--- config.mk ---
export PLATFORM = sky130hd
export DESIGN_NAME = pic_init_sequencer
export DESIGN_NICKNAME = d
export VERILOG_FILES = /design/src/rtl/pic_init_sequencer.sv
export SDC_FILE = /design/constraint.sdc
export NUM_CORES = 1
export LEC_CHECK = 0
export CORE_ASPECT_RATIO = 1.25
export CORE_UTILIZATION = 56
export CTS_BUF_LIST = sky130_fd_sc_hd__clkbuf_8
export CTS_CLUSTER_SIZE = 10
export DETAILED_ROUTE_END_ITERATION = 8
export DONT_BUFFER_PORTS = 1
export GPL_TIMING_DRIVEN = 0
export PLACE_DENSITY = 0.71
export SLEW_MARGIN = 20
export SYNTH_ARGS = -nofsm -noshare
export SYNTH_HDL_FRONTEND = slang
export SYNTH_SLANG_ARGS = --single-unit
--- constraint.sdc ---
create_clock -name clk -period 4.4 [get_ports clk]
set_input_delay 0.66 -clock clk [delete_from_list [all_inputs] [get_ports clk]]
set_output_delay 0.66 -clock clk [all_outputs]
set_load 0.005 [all_outputs]
--- src/rtl/pic_init_sequencer.sv ---
// pic_init_sequencer: 8259A ICW1..ICW4 init sequencer and OCW1..OCW3 decoder that owns the programmed config registers.
// Optional macro PIC_CASCADE_EN enables ICW3/cascade handling; without it the device is single-mode only.
module pic_init_sequencer #(
    parameter logic [7:0] IMR_INIT = 8'h00
) (
    input  logic       clk,
    input  logic       rst,
    input  logic       cs_n,
    input  logic       wr_n,
    input  logic       a0,
    input  logic [7:0] din,
    output logic [1:0] icw_to_be_sent,
    output logic       init_done,
    output logic       ltim,
    output logic       sngl,
    output logic [4:0] vector_base,
    output logic [7:0] icw3_q,
    output logic [7:0] icw4_q,
    output logic [7:0] imr,
    output logic [7:0] ocw2_data,
    output logic       ocw2_stb,
    output logic       poll_stb,
    output logic       read_isr,
    output logic       smm,
    output logic       cmd_err
);

    typedef enum logic [2:0] {
        S_IDLE      = 3'd0,
        S_WAIT_ICW2 = 3'd1,
        S_WAIT_ICW3 = 3'd2,
        S_WAIT_ICW4 = 3'd3,
        S_READY     = 3'd4
    } state_t;

    state_t      state_q, state_d;
    logic        wr_n_d_q;
    logic [1:0]  icw_sent_q, icw_sent_d;
    logic        init_done_q, init_done_d;
    logic        ltim_q, ltim_d;
    logic        ic4_q, ic4_d;
    logic [4:0]  vbase_q, vbase_d;
    logic [7:0]  icw4_word_q, icw4_word_d;
    logic [7:0]  imr_q, imr_d;
    logic [7:0]  ocw2_q, ocw2_d;
    logic        ocw2_stb_q, ocw2_stb_d;
    logic        poll_stb_q, poll_stb_d;
    logic        read_isr_q, read_isr_d;
    logic        smm_q, smm_d;
    logic        cmd_err_q, cmd_err_d;
    logic        sngl_eff;
    logic        accept;

`ifdef PIC_CASCADE_EN
    logic        sngl_q, sngl_d;
    logic [7:0]  icw3_word_q, icw3_word_d;
    assign sngl_eff = sngl_q;
`else
    assign sngl_eff = 1'b1;
`endif

    // One accept per falling edge of wr_n; wr_n_d_q tracks wr_n even when deselected.
    assign accept = !cs_n && !wr_n && wr_n_d_q;

    always_comb begin
        state_d     = state_q;
        ltim_d      = ltim_q;
        ic4_d       = ic4_q;
        vbase_d     = vbase_q;
        icw4_word_d = icw4_word_q;
        imr_d       = imr_q;
        ocw2_d      = ocw2_q;
        read_isr_d  = read_isr_q;
        smm_d       = smm_q;
        ocw2_stb_d  = 1'b0;
        poll_stb_d  = 1'b0;
        cmd_err_d   = 1'b0;
`ifdef PIC_CASCADE_EN
        sngl_d      = sngl_q;
        icw3_word_d = icw3_word_q;
`endif
        if (accept) begin
            if (!a0 && din[4]) begin
                ltim_d     = din[3];
                ic4_d      = din[0];
                imr_d      = IMR_INIT;
                read_isr_d = 1'b0;
                smm_d      = 1'b0;
                if (!din[0]) icw4_word_d = 8'h00;
`ifdef PIC_CASCADE_EN
                sngl_d     = din[1];
`endif
                state_d    = S_WAIT_ICW2;
            end else begin
                case (state_q)
                    S_IDLE: cmd_err_d = 1'b1;
                    S_WAIT_ICW2: begin
                        if (a0) begin
                            vbase_d = din[7:3];
                            if (!sngl_eff)  state_d = S_WAIT_ICW3;
                            else if (ic4_q) state_d = S_WAIT_ICW4;
                            else            state_d = S_READY;
                        end else begin
                            cmd_err_d = 1'b1;
                        end
                    end
`ifdef PIC_CASCADE_EN
                    S_WAIT_ICW3: begin
                        if (a0) begin
                            icw3_word_d = din;
                            state_d     = ic4_q ? S_WAIT_ICW4 : S_READY;
                        end else begin
                            cmd_err_d = 1'b1;
                        end
                    end
`endif
                    S_WAIT_ICW4: begin
                        if (a0) begin
                            icw4_word_d = din;
                            state_d     = S_READY;
                        end else begin
                            cmd_err_d = 1'b1;
                        end
                    end
                    S_READY: begin
                        if (a0) begin
                            imr_d = din;
                        end else if (!din[3]) begin
                            ocw2_d     = din;
                            ocw2_stb_d = 1'b1;
                        end else if (din[7]) begin
                            cmd_err_d = 1'b1;
                        end else begin
                            poll_stb_d = din[2];
                            if (din[1]) read_isr_d = din[0];
                            if (din[6]) smm_d = din[5];
                        end
                    end
                    default: state_d = S_IDLE;
                endcase
            end
        end

        // Status is decoded from the next state so it registers alongside it.
        case (state_d)
            S_WAIT_ICW2: icw_sent_d = 2'b01;
            S_WAIT_ICW3: icw_sent_d = 2'b10;
            S_WAIT_ICW4: icw_sent_d = 2'b11;
            default:     icw_sent_d = 2'b00;
        endcase
        init_done_d = (state_d == S_READY);
    end

    always_ff @(posedge clk or posedge rst) begin
        if (rst) begin
            state_q     <= S_IDLE;
            wr_n_d_q    <= 1'b1;
            icw_sent_q  <= 2'b00;
            init_done_q <= 1'b0;
            ltim_q      <= 1'b0;
            ic4_q       <= 1'b0;
            vbase_q     <= 5'h00;
            icw4_word_q <= 8'h00;
            imr_q       <= IMR_INIT;
            ocw2_q      <= 8'h00;
            ocw2_stb_q  <= 1'b0;
            poll_stb_q  <= 1'b0;
            read_isr_q  <= 1'b0;
            smm_q       <= 1'b0;
            cmd_err_q   <= 1'b0;
`ifdef PIC_CASCADE_EN
            sngl_q      <= 1'b0;
            icw3_word_q <= 8'h00;
`endif
        end else begin
            state_q     <= state_d;
            wr_n_d_q    <= wr_n;
            icw_sent_q  <= icw_sent_d;
            init_done_q <= init_done_d;
            ltim_q      <= ltim_d;
            ic4_q       <= ic4_d;
            vbase_q     <= vbase_d;
            icw4_word_q <= icw4_word_d;
            imr_q       <= imr_d;
            ocw2_q      <= ocw2_d;
            ocw2_stb_q  <= ocw2_stb_d;
            poll_stb_q  <= poll_stb_d;
            read_isr_q  <= read_isr_d;
            smm_q       <= smm_d;
            cmd_err_q   <= cmd_err_d;
`ifdef PIC_CASCADE_EN
            sngl_q      <= sngl_d;
            icw3_word_q <= icw3_word_d;
`endif
        end
    end

    assign icw_to_be_sent = icw_sent_q;
    assign init_done      = init_done_q;
    assign ltim           = ltim_q;
    assign vector_base    = vbase_q;
    assign icw4_q         = icw4_word_q;
    assign imr            = imr_q;
    assign ocw2_data      = ocw2_q;
    assign ocw2_stb       = ocw2_stb_q;
    assign poll_stb       = poll_stb_q;
    assign read_isr       = read_isr_q;
    assign smm            = smm_q;
    assign cmd_err        = cmd_err_q;
`ifdef PIC_CASCADE_EN
    assign sngl           = sngl_q;
    assign icw3_q         = icw3_word_q;
`else
    assign sngl           = 1'b1;
    assign icw3_q         = 8'h00;
`endif

endmodule

==> results.cfg <==
[critical_path]
start_kind = flip-flop
cp_max_fo = 10
max_stage_delay_ns = 0.53
critPathLaunch = wr_n_d_q$_DFF_PP1_
required_ns = 4.58
cp.arrival_ns = 1.89
critPathSlowestCell = dfstp_2
cp_cell_sequence = nor3b_2, buf_2, nand4b_4, mux2_2
crit_type = flip-flop to flip-flop
end_kind = flip-flop
r2r-start = wr_n_d_q$_DFF_PP1_

[timing]
drv_slew = 0
rsz0062_at_grt = false
fin_setup_tns_ns = 0
hold_violations = 0
max_freq_ghz = 0.585
setup_viol = 0
fin_crit_sh = 0.388
timing.final.crit_period_ns = 1.71
clock_skew_ns = 0.00827

[floorplanning]
initial_core_util = 0.585
die_h_um = 66.6
die_x_um = 53.7
io_pins = 60
row_count = 23
dieArea_um2 = 3570
coreArea_um2 = 3190

[route]
drt_pass1_iterations = 4
via_per_inst = 5.90
drc = 0
antenna_left = 0
wl_per_cell_um = 17.2
drtIter0Drc = 32
vias = 1293
wl_um = 3760

[yosys]
async_flop_share = 1.00
ys_seq_area_frac = 0.563
syn-mean-instance-area_um2 = 11.3
synth_flop_cell = dfrtp_1
ys_ff_latch = 42
synth_edf_count = 0
ys_warn_count = 0
synth_area_um2 = 1870
netlist_instances = 165
ys_types = 40

[power_and_ir_drop]
seq_power_share = 0.512
p_leak_nw = 1.03
p_switching_mw = 0.249
switching_share = 0.250
p_clk_frac = 0.360
cell_internal_pwr_mw = 0.744
comb_power_share = 0.128
peakVddDrop_uv = 371
powerDensity_nw_per_um2 = 472

[placed_design]
dpl.hpwl_um = 2760
finalWeightedCongestion = 0.786
port-buffer-count = 0
dpl.cell_count = 211

[cts]
worstSkewPairLatency_ns = 0.30
post-cts-setup-buffers = 0
cts-root-buf = clkbuf_8
clkTransAtPathRegs_ns = 0.08
htreeDepth = 2
clkSinkCount = 42
numCtsBuffers = 5
post_cts_resized = 0
clockBufferDepth = 2
cts_tree = done
hold_buffers = 0

[grt]
overflow = 0
antenna_found_initial = 0
grt_max_degree = 33
grt_pass1_wl_um = 5830
grt_use_total = 0.232
first_global_vias = 1266

[cells_and_area]
n_antenna_cell = 0
layout-drive-gt1-share = 0.242
final_cells = 219
fin_nets = 194
area_growth_syn_to_layout_pct = 12.5

[flow_run]
drv_cap = 0

[status]
status = finished, final reports clean

[min_path]
hp-class = primary input to async pin
[cell usage after synthesis (2+ instances only)]
| master | count | area (um2) |
|---|---|---|
| inv_1 | 6 | 22.5 |
| nand2b_1 | 2 | 12.5 |
| and3_1 | 3 | 18.8 |
| nand2_1 | 17 | 63.8 |
| nand3_1 | 3 | 15.0 |
| nor2_1 | 6 | 22.5 |
| mux2_2 | 12 | 135 |
| o21ai_0 | 16 | 80.1 |
| a21oi_1 | 3 | 15.0 |
| a22o_1 | 5 | 43.8 |
| dfrtp_1 | 41 | 1030 |
| nor2b_1 | 5 | 31.3 |
| mux2i_1 | 2 | 20.0 |
| a31oi_1 | 2 | 12.5 |
| o31ai_1 | 2 | 15.0 |
| buf_2 | 5 | 25.0 |
| buf_4 | 10 | 75.1 |
| nand4_1 | 2 | 12.5 |
| conb_1 | 2 | 7.51 |
[kinds of logic (layout without fill, tap and decap cells)]
family / Yosys count / in the layout / share of synthesized area
compound gates: 36 / 36 / 0.123
buf+inv: 22 / 31 / 0.0676
simple gates: 49 / 49 / 0.159
flops: 42 / 42 / 0.563
other cells: 2 / 10 / 0.00402
mux: 14 / 14 / 0.0831
[final cells by class]
class / instances / area [um2]
tap: 37 / 46.3
buffer: 16 / 104
sequential: 42 / 1050
clock buffer: 5 / 68.8
clock inverter: 3 / 68.8
inverter: 6 / 22.5
timing repair buffer: 1 / 20.0
fill: 259 / 1090
multi-input combinational: 109 / 719
[path summary, 6_finish.rpt]
check	endpoint	slack [ns]	cells after the start
min in group clk	wr_n_d_q$_DFF_PP1_	0.36	0
min reg2reg	imr[0]$_DFFE_PP0P_	0.51	2
max in group asynchronous	wr_n_d_q$_DFF_PP1_	3.71	2
max	ocw2_data[5]$_DFFE_PP0P_	2.69	4
min	icw4_q[7]$_DFFE_PP0P_	0.17	1
max reg2reg	ocw2_data[5]$_DFFE_PP0P_	2.69	4
[critical path: cells and delay by family (launching register included)]
family	cells	cell delay (ns)
buf+inv	1	0.28
flops	1	0.53
mux	1	0.32
simple gates	2	0.47
[sequential cells by signal (all words and copies together), names as in the netlist]
register,cells
cmd_err,1
ic4_q,1
state_q,3
ltim,1
wr_n_d_q,1
init_done,1
poll_stb,1
imr,8
ocw2_data,7
icw4_q,8
ocw2_stb,1
vector_base,5
smm,1
read_isr,1
icw_to_be_sent,2
[routing by layer]
metal  track usage  up-vias  wire [um]
met5             0        -          0
met3        0.0776        7        269
li1              -      588          -
met2         0.372       52       1910
met4         0.115        0         65
met1         0.270      646       1510
[per-stage QoR]
stage | instance area [um2] | hold slack (ns) | total power, mW | utilization | worst slack [ns]
global route | 2100 | 0.164 | 1.04 | 0.658 | 2.55
CTS | 2100 | 0.166 | 0.998 | 0.658 | 2.69
detailed placement | 1960 | 0.489 | 0.641 | 0.615 | 2.41
floorplan | 1900 | 0.473 | 0.607 | - | 2.69
global placement | 1940 | 0.489 | 0.631 | 0.609 | 2.43
finish | 2100 | 0.167 | 0.993 | 0.658 | 2.69
[power groups by stage]
stage	logic, mW	clock network (mW)	registers, mW
detailed placement	0.126	0	0.516
CTS	0.127	0.362	0.509
finish	0.127	0.357	0.508
global placement	0.117	0	0.514
global route	0.144	0.379	0.519
floorplan	0.105	0	0.502
[placed cells by master (no fill, tap or decap), drive strengths merged, types with 3 or more instances in the layout]
cell / netlist / routed
a21oi: 3 / 3
a22o: 5 / 5
and3: 3 / 3
buf: 15 / 16
clkbuf: 1 / 6
conb: 2 / 10
dfrtp: 41 / 41
inv: 6 / 6
mux2: 12 / 12
nand2: 17 / 17
nand3: 3 / 3
nor2: 8 / 8
nor2b: 5 / 5
nor3b: 3 / 3
o21ai: 18 / 18
Note: power is estimated with default switching activity, not from simulation.
